$ cat src/rtl/clfsr_decrypt.sv
// Chaotic-LFSR image decryptor: undoes per-pixel key XOR and ciphertext chaining, flags frame end.
// Define CLFSR_DECRYPT_CHAIN_EN for chained decryption; otherwise a plain key-stream XOR is used.
module clfsr_decrypt #(
    parameter int          NUM_PIXELS = 65536,
    parameter logic [7:0]  IV         = 8'hA5,
    localparam int         CW         = $clog2(NUM_PIXELS + 1)
) (
    input  logic          clk,
    input  logic          rst,
    input  logic          start,
    input  logic          Key_ready,
    input  logic [7:0]    R_random,
    input  logic [7:0]    G_random,
    input  logic [7:0]    B_random,
    output logic          key_ack,
    input  logic          in_valid,
    output logic          in_ready,
    input  logic [7:0]    in_R,
    input  logic [7:0]    in_G,
    input  logic [7:0]    in_B,
    output logic          out_valid,
    input  logic          out_ready,
    output logic [7:0]    out_R,
    output logic [7:0]    out_G,
    output logic [7:0]    out_B,
    output logic          busy,
    output logic          done,
    output logic [CW-1:0] pix_cnt
);

    typedef enum logic [1:0] {IDLE, RUN, DRAIN} state_t;

    state_t          state_q, state_d;
    logic            out_valid_q, out_valid_d;
    logic            done_q, done_d;
    logic [CW-1:0]   pix_cnt_q, pix_cnt_d;
    logic [2:0][7:0] out_q, out_d;
    logic [2:0][7:0] in_ch, key_ch, plain_ch;
    logic            slot_free, fire, last_pix, unused_iv;

    assign in_ch     = {in_R, in_G, in_B};
    assign key_ch    = {R_random, G_random, B_random};
    assign slot_free = !out_valid_q || out_ready;
    assign in_ready  = (state_q == RUN) && Key_ready && slot_free;
    assign fire      = in_valid && in_ready;
    assign key_ack   = fire;
    assign last_pix  = (pix_cnt_q == CW'(NUM_PIXELS - 1));
    assign unused_iv = ^IV;

    // One lane per colour channel; each lane owns its own chaining register.
    for (genvar gi = 0; gi < 3; gi++) begin : g_ch
`ifdef CLFSR_DECRYPT_CHAIN_EN
        logic [7:0] c_q, c_d;

        always_comb begin
            c_d = c_q;
            if (state_q == IDLE && start) begin
                c_d = IV;
            end else if (fire) begin
                c_d = in_ch[gi];
            end
        end

        always_ff @(posedge clk or negedge rst) begin
            if (!rst) begin
                c_q <= IV;
            end else begin
                c_q <= c_d;
            end
        end

        assign plain_ch[gi] = in_ch[gi] ^ key_ch[gi] ^ c_q;
`else
        assign plain_ch[gi] = in_ch[gi] ^ key_ch[gi];
`endif
    end

    always_comb begin
        state_d     = state_q;
        out_valid_d = out_valid_q;
        out_d       = out_q;
        pix_cnt_d   = pix_cnt_q;
        done_d      = 1'b0;
        unique case (state_q)
            IDLE: begin
                if (start) begin
                    state_d   = RUN;
                    pix_cnt_d = '0;
                end
            end
            RUN: begin
                if (fire && last_pix) begin
                    state_d = DRAIN;
                end
            end
            DRAIN: begin
                // Stay in DRAIN while done is high so a start in that cycle is ignored.
                if (done_q) begin
                    state_d = IDLE;
                end else if (slot_free) begin
                    done_d = 1'b1;
                end
            end
            default: state_d = IDLE;
        endcase
        if (fire) begin
            out_valid_d = 1'b1;
            out_d       = plain_ch;
            pix_cnt_d   = pix_cnt_q + CW'(1);
        end else if (out_ready) begin
            out_valid_d = 1'b0;
        end
    end

    always_ff @(posedge clk or negedge rst) begin
        if (!rst) begin
            state_q     <= IDLE;
            out_valid_q <= 1'b0;
            out_q       <= '0;
            pix_cnt_q   <= '0;
            done_q      <= 1'b0;
        end else begin
            state_q     <= state_d;
            out_valid_q <= out_valid_d;
            out_q       <= out_d;
            pix_cnt_q   <= pix_cnt_d;
            done_q      <= done_d;
        end
    end

    assign out_valid = out_valid_q;
    assign out_R     = out_q[2];
    assign out_G     = out_q[1];
    assign out_B     = out_q[0];
    assign busy      = (state_q != IDLE);
    assign done      = done_q;
    assign pix_cnt   = pix_cnt_q;

endmodule

$ cat config.mk
export PLATFORM = sky130hd
export DESIGN_NAME = clfsr_decrypt
export DESIGN_NICKNAME = d
export VERILOG_FILES = /design/src/rtl/clfsr_decrypt.sv
export SDC_FILE = /design/constraint.sdc
export NUM_CORES = 1
export LEC_CHECK = 0
export CAP_MARGIN = 20
export CORE_MARGIN = 2
export CORE_UTILIZATION = 40
export CTS_BUF_LIST = sky130_fd_sc_hd__clkbuf_4
export DETAILED_ROUTE_END_ITERATION = 12
export GPL_ROUTABILITY_DRIVEN = 0
export GPL_TIMING_DRIVEN = 0
export PLACE_DENSITY_LB_ADDON = 0.15
export SYNTH_ARGS = -nofsm -noshare
export SYNTH_HDL_FRONTEND = slang
export SYNTH_SLANG_ARGS = --single-unit
$ cat constraint.sdc
create_clock -name clk -period 3.18 [get_ports clk]
set_input_delay 0.477 -clock clk [delete_from_list [all_inputs] [get_ports clk]]
set_output_delay 0.477 -clock clk [all_outputs]
set_load 0.01 [all_outputs]
# ---- Word level (Yosys, flattened, before mapping)
# Cells that the tools add are included.
dict set report op_classes {
  n_addsub 1
  reduce_logical 13
  n_eq_ne 6
  bitwise_logic 3
  muxes 12
}
# cell count
set ops {}
lappend ops {{$mux W17} 3}
lappend ops {{$xor A8 B8 Y8} 3}
lappend ops {{$add A17 B1 Y17 const B} 1}
lappend ops {{$eq A17 B16 Y1 const B} 1}
lappend ops {{$reduce_bool A2 Y1} 4}
lappend ops {{$mux W2} 3}
lappend ops {{$pmux W2 S3} 1}
lappend ops {{$mux W1} 5}
lappend ops {{$logic_and A1 B1 Y1} 4}
lappend ops {{$ne A2 B2 Y1 const B} 2}
lappend ops {{$reduce_and A3 Y1} 1}
lappend ops {{$eq A2 B1 Y1 const B} 1}
lappend ops {{$eq A2 B2 Y1 const B} 1}
lappend ops {{$logic_not A2 Y1} 1}
lappend ops {{$ne A2 B1 Y1 const B} 1}
lappend ops {{$reduce_and A2 Y1} 1}
lappend ops {{$logic_not A1 Y1} 1}
lappend ops {{$logic_or A1 B1 Y1} 1}
dict set report word_totals {
  inputBits 54
  output_inout_bits 46
  register_bits 45
}

# ---- Logic depth before layout (Yosys ltp)
# Gate-level depths: netlist (run 1).
dict set report logic_depth {
  depth_word 7
  ltp_mapped 8
  mapped_depth_nobuf 8
}

# ---- Worst setup path before layout (run 1)
# OpenSTA, ideal clock, no wires.
dict set report synth_path {
  path_kind {in2out}
  startpoint {in out_ready}
  endpoint {out key_ack}
  arrival_ps 1261
  path_stages 5
  setup_slack_ps 1442
  path_cell_list {nor2b_1 or2_1 buf_2 inv_2 buf_6}
}
dict set report synth_between {
  elab_chain_cells 3
}
# item line_no
set synth_lines {}
lappend synth_lines {{from (decl)} 22} ;# input logic out_ready,
lappend synth_lines {{$logic_or A1 B1 Y1} 43} ;# assign slot_free = !out_valid_q || out_ready;
lappend synth_lines {{$logic_and A1 B1 Y1} 44} ;# assign in_ready = (state_q == RUN) && Key_ready && slot_free;
lappend synth_lines {{$logic_and A1 B1 Y1} 45} ;# assign fire = in_valid && in_ready;
lappend synth_lines {{to (decl)} 15} ;# output logic key_ack,
# No other way between the ends.

# ---- Worst setup path after layout (run 1)
# Ends and elaborated chain as after synthesis.

==> flow_summary_export.csv, run 1 <==
group,metric,value,unit
die,die_y,77.35,µm
global_routing,track_usage,19.15,%
logic_synthesis,synth.distinct_cells,36,
global_routing,antenna_found_initial,0,
setup_path,crit_required,2.70,ns
pwr,comb_power_share,30.1,%
layout,fill_cells,475,
logic_synthesis,ys_seq_area_share,52.33,%
logic_synthesis,syn_area,2152,µm²
die,rows,26,
die,ios,100,
route,firstDrtPassIters,4,
pwr,switching_power,0.4086,mW
setup_path,cp.arrival,2.39,ns
pwr,power_density,425.8,nW/µm²
die,start_util,41.87,%
layout,num_antenna_cells,0,
logic_synthesis,ys_top_cells_by_area,"dfrtp_1 52%, xnor2_1 9.8%, nand2_1 7.3%",
setup_path,end_kind,"primary output",
layout,syn2layout_area_growth,53.84,%
logic_synthesis,synth_fp_nets,265,
sta,totalNegativeSetupSlack,0,ns
layout,layout.nets,373,
clock_network,clockBufferDepth,2,
logic_synthesis,synth_top_cell_by_area,"dfrtp_1",
logic_synthesis,async_flop_share,100.0,%
clock_network,cts_inserted_buffers,5,
die,die_x,77.35,µm
placed_design,dpl-instance-area,3246,µm²
setup_path,cp_max_fo,10,
logic_synthesis,synth_top_area_share,52.33,%
pwr,pwr-share-clk,19.8,%
logic_synthesis,synthFlopType,"dfrtp_1",
hold_path,hold_path_class,"reg -> reg",
layout,post-route-util,64.41,%
sta,slew_headroom,65.49,%
global_routing,grt_pass1_wl,9.149,mm
die,die_area,5983,µm²
sta,setup_viol,0,
setup_path,startpoint_type,"primary input",
clock_network,cts_tree,"built",
pwr,switching_share,28.98,%
global_routing,grt-ovfl-total,0,
pwr,leakage,1.383,nW
clock_network,cts_max_level,2,
sta,rsz0062_at_grt,"false",
route,drc,0,
outcome,status,"finished clean",
route,wire_per_inst,12.92,µm
sta,max_slew.worst_pin.slew,0.5122,ns
logic_synthesis,ys_top_cells_by_count,"45 x dfrtp_1, 42 x nand2_1, 30 x o21ai_0",
clock_network,cts_num_sinks,45,
setup_path,critical_path_class,"in -> out",
clock_network,clkTransAtPathRegs,0.12,ns
pwr,internal_power,1.001,mW
placed_design,place_inst,379,
layout,final_cells,388,
clock_network,ctsResizeCount,0,
layout,final_cell_area,3311,µm²
pwr,peakVddDrop,0.2280,mV
global_routing,grt_max_degree,35,
sta,hold_viol,0,
placed_design,port_buffers,99,
job,maxCapViolCount,0,
route,first_iter_violations,102,
clock_network,cts_root_buf,"clkbuf_4",
layout,layout-drive-gt1-share,7.547,%
route,wl,5.014,mm
logic_synthesis,yosys.cell_count.top_type,"dfrtp_1",
route,drtAntennaViolNets,0,
pwr,power.share.sequential,50.1,%
placed_design,hpwl,3.918,mm
sta,finalClockSkew,0.007993,ns
logic_synthesis,ys_ff_latch,45,
route,via_per_inst,4.933,
route,vias,1914,
die,core_area,5140,µm²
logic_synthesis,synthCells,209,
logic_synthesis,avgSynthCellArea,10.30,µm²
sta,finalCritPeriodShare,90.12,%
sta,max_freq,0.3489,GHz
clock_network,clock_latency,0.37,ns
global_routing,first_global_vias,2006,
logic_synthesis,yosysWarnings,0,
sta,drv_slew,0,
sta,fin_crit,2.866,ns
logic_synthesis,synth_edf_count,0,
[what timing repair did]
| action | CTS | global route |
|---|---|---|
| setup buffers | 0 | 0 |
| hold endpoints to repair | 11 | 0 |
| hold buffers | 1 | 0 |
[worst max-delay path, cell delays in order]
cell and delay, ns:
clkdlybuf4s50_1 0.40, nor2b_1 0.40, or2_1 0.17, buf_2 0.22, inv_2 0.09, buf_6 0.15
clkdlybuf4s50_1 0.48
[cells by family after synthesis]
family	after synthesis	synth area share, %
compound gates	44	13.43
xor+xnor	25	10.17
fa+ha+maj	2	1.163
buf+inv	11	2.674
flops	45	52.33
mux	6	2.791
simple gates	76	17.44
[routing by layer]
| metal | track usage, % | part of all wire [%] |
|---|---|---|
| met5 | 0 | 0 |
| met4 | 6.429 | 1.2 |
| met3 | 8.488 | 10 |
| met2 | 32.35 | 49 |
| met1 | 21.57 | 39 |
[cell usage in the layout (no fill, tap or decap), types with 2 or more instances in the layout]
master           instances
a31oi_1                  2
a41oi_1                  2
and3_1                   4
buf_2                    2
buf_6                    2
clkbuf_1                 5
clkbuf_4                 6
clkdlybuf4s50_1         98
clkinv_2                 2
dfrtp_1                 45
ha_1                     2
mux2i_1                  6
nand2_1                 42
nand3_1                  8
nand4_1                  3
nor2_1                   4
nor2b_1                  2
nor3_1                   3
nor4_1                   2
o211ai_2                 3
o21ai_0                 30
o31ai_2                  3
xnor2_1                 24
[area by class of cell]
type / instances / area [µm²] / share of cell area (%)
flip-flops and latches: 45 / 1126 / 34.01
repair buffers: 101 / 1016 / 30.69
multi-input cells: 153 / 968.4 / 29.25
well taps: 70 / 87.58 / 2.645
plain buffers: 9 / 50.05 / 1.512
clock buffers: 6 / 45.04 / 1.361
clock inverters: 2 / 10.01 / 0.3023
inverters: 2 / 7.507 / 0.2268
[path summary, 6_finish.rpt]
path	startpoint	end	slack [ns]	cells past startpoint
worst max-delay path	out_ready	key_ack	0.31	7
worst min-delay path	out_B[3]	out_B[3]	0.49	2
worst max register to register	out_valid	out_B[7]	1.36	6
worst min register to register	out_B[3]	out_B[3]	0.49	2
max in group asynchronous	rst	out_G[4]	2.21	3
min in group asynchronous	rst	pix_cnt[5]	0.50	2
[through the flow]
step | worst slack, ns | hold slack [ns] | total power [mW]
finish | 0.3142 | 0.4898 | 1.410
global route | 0.1536 | 0.5057 | 1.506
CTS | 0.2905 | 0.4968 | 1.424
detailed placement | 0.3025 | 0.3795 | 1.147
global placement | 0.3117 | 0.4597 | 1.137
floorplan | 1.442 | 0.1814 | 0.8639
[sequential cells by signal, indices dropped and copies added (netlist names)]
signal,count
out_B,8
done,1
out_G,8
out_valid,1
out_R,8
state_q,2
pix_cnt,17
[power groups by stage]
stage,Sequential [mW],Clock [mW],Combinational [mW]
6_report,0.706,0.279,0.424
2_1_floorplan,0.751,0,0.113
3_3_place_gp,0.714,0,0.422
4_1_cts,0.707,0.285,0.432
3_5_place_dp,0.717,0,0.430
5_1_grt,0.721,0.316,0.470
Power figures use the tool's default switching activity.
==> run 2: changes to the inputs <==
--- a/config.mk
+++ b/config.mk
@@ -5,9 +5,11 @@
 export SDC_FILE = /design/constraint.sdc
 export NUM_CORES = 1
 export LEC_CHECK = 0
-export CAP_MARGIN = 20
+export CAP_MARGIN = 30
+export CELL_PAD_IN_SITES_DETAIL_PLACEMENT = 0
+export CELL_PAD_IN_SITES_GLOBAL_PLACEMENT = 2
 export CORE_MARGIN = 2
-export CORE_UTILIZATION = 40
+export CORE_UTILIZATION = 26
 export CTS_BUF_LIST = sky130_fd_sc_hd__clkbuf_4
 export DETAILED_ROUTE_END_ITERATION = 12
 export GPL_ROUTABILITY_DRIVEN = 0
==> flow_summary_export.csv, run 2 (same netlist as run 1, synthesis figures left out) <==
group,metric,value,unit
outcome,status,"finished clean",
clock_network,ctsResizeCount,0,
die,die_x,94.98,µm
clock_network,cts_max_level,2,
sta,setup_viol,0,
route,drc,0,
layout,final_cell_mix,"98 x clkdlybuf4s50_1, 45 x dfrtp_1, 42 x nand2_1, 30 x o21ai_0, 24 x xnor2_1",
layout,final_cells,422,
placed_design,hpwl,4.183,mm
pwr,finalPower,1.401,mW
sta,rsz0062_at_grt,"false",
route,via_per_inst,4.429,
die,rows,33,
setup_path,slowest_delay,0.48,ns
sta,totalNegativeSetupSlack,0,ns
clock_network,clockBufferDepth,2,
sta,max_freq,0.3436,GHz
sta,whs,0.4913,ns
hold_path,hold_path_class,"reg -> reg",
layout,num_antenna_cells,0,
setup_path,crit_buf_inv,5,
sta,finalCritPeriodShare,91.53,%
sta,slew_headroom,59.27,%
die,die_area,9021,µm²
clock_network,cts_tree,"built",
setup_path,critical_path_class,"in -> out",
job,maxCapViolCount,0,
clock_network,cts_num_sinks,45,
setup_path,cp_max_fo,10,
global_routing,antenna_found_initial,0,
setup_path,cp_common_cell,"clkdlybuf4s50_1",
pwr,leakage,1.372,nW
layout,layout.nets,373,
placed_design,place_inst,414,
placed_design,port_buffers,99,
die,die_y,94.98,µm
global_routing,grt_pass1_wl,9.094,mm
route,wl_met2,2.401,mm
sta,fin_crit,2.911,ns
setup_path,crit_required,2.70,ns
route,wire_per_inst,12.77,µm
sta,max_slew.worst_pin.slew,0.6045,ns
clock_network,clkTransAtPathRegs,0.13,ns
placed_design,preCtsSetupSlack,0.2768,ns
route,highest-signal-layer,"met4",
route,drtAntennaViolNets,0,
layout,fill_cells,815,
die,core_area,8134,µm²
layout,largest_register_ffs,17,
clock_network,cts_inserted_buffers,5,
layout,post-route-util,41.16,%
global_routing,grt_max_degree,33,
route,firstDrtPassIters,4,
layout,layout_commonest_cell,"clkdlybuf4s50_1",
global_routing,track_usage,13.00,%
layout,layout-drive-gt1-share,6.940,%
die,ios,100,
route,wl,5.387,mm
sta,drv_slew,0,
setup_path,startpoint_type,"primary input",
route,vias,1869,
layout,final_cell_area,3348,µm²
setup_path,slowest_stage,"clkdlybuf4s50_1",
route,wl_met1,2.357,mm
pwr,peakVddDrop,0.1419,mV
clock_network,cts_root_buf,"clkbuf_4",
global_routing,grt-ovfl-total,0,
route,wl_met3,564,µm
clock_network,clock_latency,0.36,ns
setup_path,cp.arrival,2.43,ns
setup_path,end_kind,"primary output",
setup_path,worst_path_dominant_cell_family,"buffers and inverters",
route,first_iter_violations,55,
sta,hold_viol,0,
placed_design,dpl-instance-area,3289,µm²
die,start_util,26.46,%
pwr,power_density,418.5,nW/µm²
setup_path,crit_chain,"clkdlybuf4s50_1, nor2b_1, or2_1, buf_2, inv_2, buf_6, clkdlybuf4s50_1",
layout,syn2layout_area_growth,55.58,%
sta,setup_slack,0.2692,ns
global_routing,first_global_vias,1808,
sta,finalClockSkew,0.02102,ns
[run 2: area by class of cell]
cell class | instances | area (µm²) | share of cell area [%]
tap | 105 | 131.4 | 3.924
sequential | 45 | 1126 | 33.63
inverter | 2 | 7.507 | 0.2242
clock buffer | 5 | 37.54 | 1.121
multi-input combinational | 153 | 968.4 | 28.92
buffer | 9 | 50.05 | 1.495
timing repair buffer | 101 | 1016 | 30.34
clock inverter | 2 | 11.26 | 0.3363
[run 2: final timing paths]
kind                            startpoint     endpoint  slack [ns]  cells past startpoint
worst min register to register    out_G[1]     out_G[1]        0.49                      2
worst min-delay path              out_G[1]     out_G[1]        0.49                      2
max in group asynchronous              rst  pix_cnt[15]        2.15                      3
min in group asynchronous              rst    out_valid        0.52                      2
worst max-delay path             out_ready      key_ack        0.27                      7
worst max register to register   out_valid     out_R[2]        1.29                      5
[run 2: tightest hold or removal path, stage by stage (launching register included)]
cell and delay [ns]:
dfrtp_1 0.37, nand2_1 0.04, o21ai_0 0.05
[run 2: per-layer routing]
layer | up-vias | track usage (%)
li1 | 940 | -
met5 | - | 0
met3 | 6 | 5.986
met4 | 0 | 3.623
met2 | 65 | 20.33
met1 | 858 | 16.15
[run 2: timing repair]
action                     4_1_cts  5_1_grt
hold endpoints to repair         7        0
setup endpoints to repair        0        0
hold buffers                     1        0
setup buffers                    0        0
[run 2: where the power goes]
part           internal, mW  total, mW  switching (mW)
logic                 0.258      0.426           0.167
registers             0.650      0.706          0.0556
clock network        0.0799      0.270           0.190
total                 0.988       1.40           0.413
==> run 3: changes to the inputs <==
--- a/config.mk
+++ b/config.mk
@@ -8,6 +8,7 @@
 export CAP_MARGIN = 30
 export CELL_PAD_IN_SITES_DETAIL_PLACEMENT = 0
 export CELL_PAD_IN_SITES_GLOBAL_PLACEMENT = 2
+export CORE_ASPECT_RATIO = 1.1
 export CORE_MARGIN = 2
 export CORE_UTILIZATION = 26
 export CTS_BUF_LIST = sky130_fd_sc_hd__clkbuf_4
@@ -15,6 +16,7 @@
 export GPL_ROUTABILITY_DRIVEN = 0
 export GPL_TIMING_DRIVEN = 0
 export PLACE_DENSITY_LB_ADDON = 0.15
+export SLEW_MARGIN = 5
 export SYNTH_ARGS = -nofsm -noshare
 export SYNTH_HDL_FRONTEND = slang
 export SYNTH_SLANG_ARGS = --single-unit
==> flow_summary_export.csv, run 3 (same netlist as run 1, synthesis figures left out) <==
group,metric,value,unit
layout,layout.nets,373,
die,start_util,27.05,%
route,wl,5.602,mm
clock_network,cts_root_buf,"clkbuf_4",
setup_path,r2r_slack,1.31,ns
sta,hold_viol,0,
route,drtAntennaViolNets,0,
setup_path,slowest_delay,0.48,ns
setup_path,timing.rr.end,"pix_cnt[0]",
global_routing,grt_pass1_wl,9.287,mm
pwr,power_density,420.5,nW/µm²
layout,final_cell_mix,"98 x clkdlybuf4s50_1, 45 x dfrtp_1, 42 x nand2_1, 30 x o21ai_0, 24 x xnor2_1",
outcome,status,"finished clean",
layout,layout_commonest_cell,"clkdlybuf4s50_1",
setup_path,worstRegToRegCells,5,
setup_path,end_kind,"primary output",
die,ios,100,
layout,post-route-util,42.21,%
setup_path,cp_common_cell,"clkdlybuf4s50_1",
sta,rsz0062_at_grt,"false",
setup_path,path_depth,7,
sta,finalCritPeriodShare,91.31,%
global_routing,grt_max_degree,34,
layout,syn2layout_area_growth,56.05,%
global_routing,grt-ovfl-total,0,
placed_design,port_buffers,99,
setup_path,slowest_stage,"clkdlybuf4s50_1",
die,die_area,9022,µm²
sta,whs,0.4947,ns
setup_path,crit_required,2.70,ns
route,wl_met2,2.598,mm
job,maxCapViolCount,0,
clock_network,clockBufferDepth,2,
layout,register_area,1126,µm²
sta,drv_slew,0,
global_routing,first_global_vias,1849,
hold_path,worstHoldStart,"out_R[4]",
clock_network,cts_tree,"built",
route,vias,1871,
sta,totalNegativeSetupSlack,0,ns
layout,fill_cells,802,
setup_path,critical_path_class,"in -> out",
sta,finalClockSkew,0.01421,ns
setup_path,startpoint_type,"primary input",
clock_network,clock_latency,0.35,ns
route,highest-signal-layer,"met4",
die,core_area,7955,µm²
hold_path,hold_path_class,"reg -> reg",
pwr,leakage,1.383,nW
sta,fin_crit,2.904,ns
clock_network,cts_inserted_buffers,5,
route,via_per_inst,4.392,
layout,layout-drive-gt1-share,7.547,%
setup_path,worst_path_dominant_cell_family,"buffers and inverters",
pwr,peakVddDrop,0.1602,mV
clock_network,clkTransAtPathRegs,0.14,ns
layout,largest_register_ffs,17,
setup_path,cp.arrival,2.43,ns
clock_network,cts_num_sinks,45,
die,die_x,90.75,µm
setup_path,critPathCapture,"key_ack",
clock_network,ctsResizeCount,0,
global_routing,track_usage,12.83,%
sta,setup_viol,0,
route,wl_met1,2.442,mm
setup_path,cp_max_fo,10,
layout,num_antenna_cells,0,
route,wl_met3,503,µm
route,firstDrtPassIters,4,
setup_path,crit_buf_inv,5,
setup_path,r2r-start,"out_valid",
route,first_iter_violations,33,
setup_path,critPathLaunch,"out_ready",
sta,max_freq,0.3444,GHz
sta,slew_headroom,59.11,%
placed_design,hpwl,4.231,mm
layout,multi_input_area,968.4,µm²
die,rows,34,
route,drc,0,
sta,max_slew.worst_pin.slew,0.6070,ns
route,wire_per_inst,13.15,µm
die,die_y,99.42,µm
global_routing,antenna_found_initial,0,
clock_network,cts_max_level,2,
setup_path,crit_chain,"clkdlybuf4s50_1, nor2b_1, or2_1, buf_2, inv_2, buf_6, clkdlybuf4s50_1",
[run 3: cell count changes in the layout (fill, tap and decap cells not counted), sizes merged]
cell,change
clkbuf,+1
clkinv,+1
clkinvlp,-1
[run 3: timing repair]
action | 4_1_cts | 5_1_grt
endpoints found under the hold margin | 12 | 0
setup endpoints to repair | 0 | 0
hold buffers | 1 | 0
buffers inserted | 0 | 0
[run 3: worst register-to-register path, delay by kind of cell (launching register included)]
family	cells	cell delay, ns
buffers and inverters	2	0.66
multiplexers	1	0.13
AND/OR/NAND/NOR	2	0.61
flip-flops	1	0.36
[run 3: power breakdown]
group | switching (mW) | internal, mW | total [mW] | leakage [nW]
clock | 0.185 | 0.0932 | 0.279 | 0.0354
sequential | 0.0568 | 0.650 | 0.707 | 0.579
combinational | 0.168 | 0.258 | 0.427 | 0.768
total | 0.411 | 1.00 | 1.41 | 1.38
[run 3: layer usage]
metal / GRT usage [%] / vias up
met3: 5.833 / 6
li1: - / 942
met2: 20.44 / 64
met5: 0 / -
met4: 2.840 / 0
met1: 16.06 / 859
[run 3: worst min path at each step]
| stage | to | slack (ns) | cells past startpoint |
|---|---|---|---|
| 2_1_floorplan | done | 0.18 | 0 |
| 3_3_place_gp | out_G[2] | 0.46 | 2 |
| 3_5_place_dp | out_valid | 0.39 | 1 |
| 4_1_cts | out_R[2] | 0.50 | 2 |
| 5_1_grt | out_R[2] | 0.52 | 2 |
| 6_report | out_R[4] | 0.49 | 2 |
[run 3: layout make-up]
cell class                 count  area share [%]
clock buffer                   6           1.341
tap                          108           4.024
multi-input combinational    153           28.84
sequential                    45           33.53
clock inverter                 2          0.2981
timing repair buffer         101           30.25
inverter                       2          0.2235
buffer                         9           1.490
[run 3: per-stage QoR]
step	total power [mW]	area, µm²	cells	setup WS [ns]
2_1_floorplan	0.8639	2152	209	1.442
3_3_place_gp	1.149	3278	416	0.2121
3_5_place_dp	1.152	3293	417	0.2347
4_1_cts	1.443	3358	426	0.2241
5_1_grt	1.511	3358	426	0.1050
6_report	1.412	3358	426	0.2762
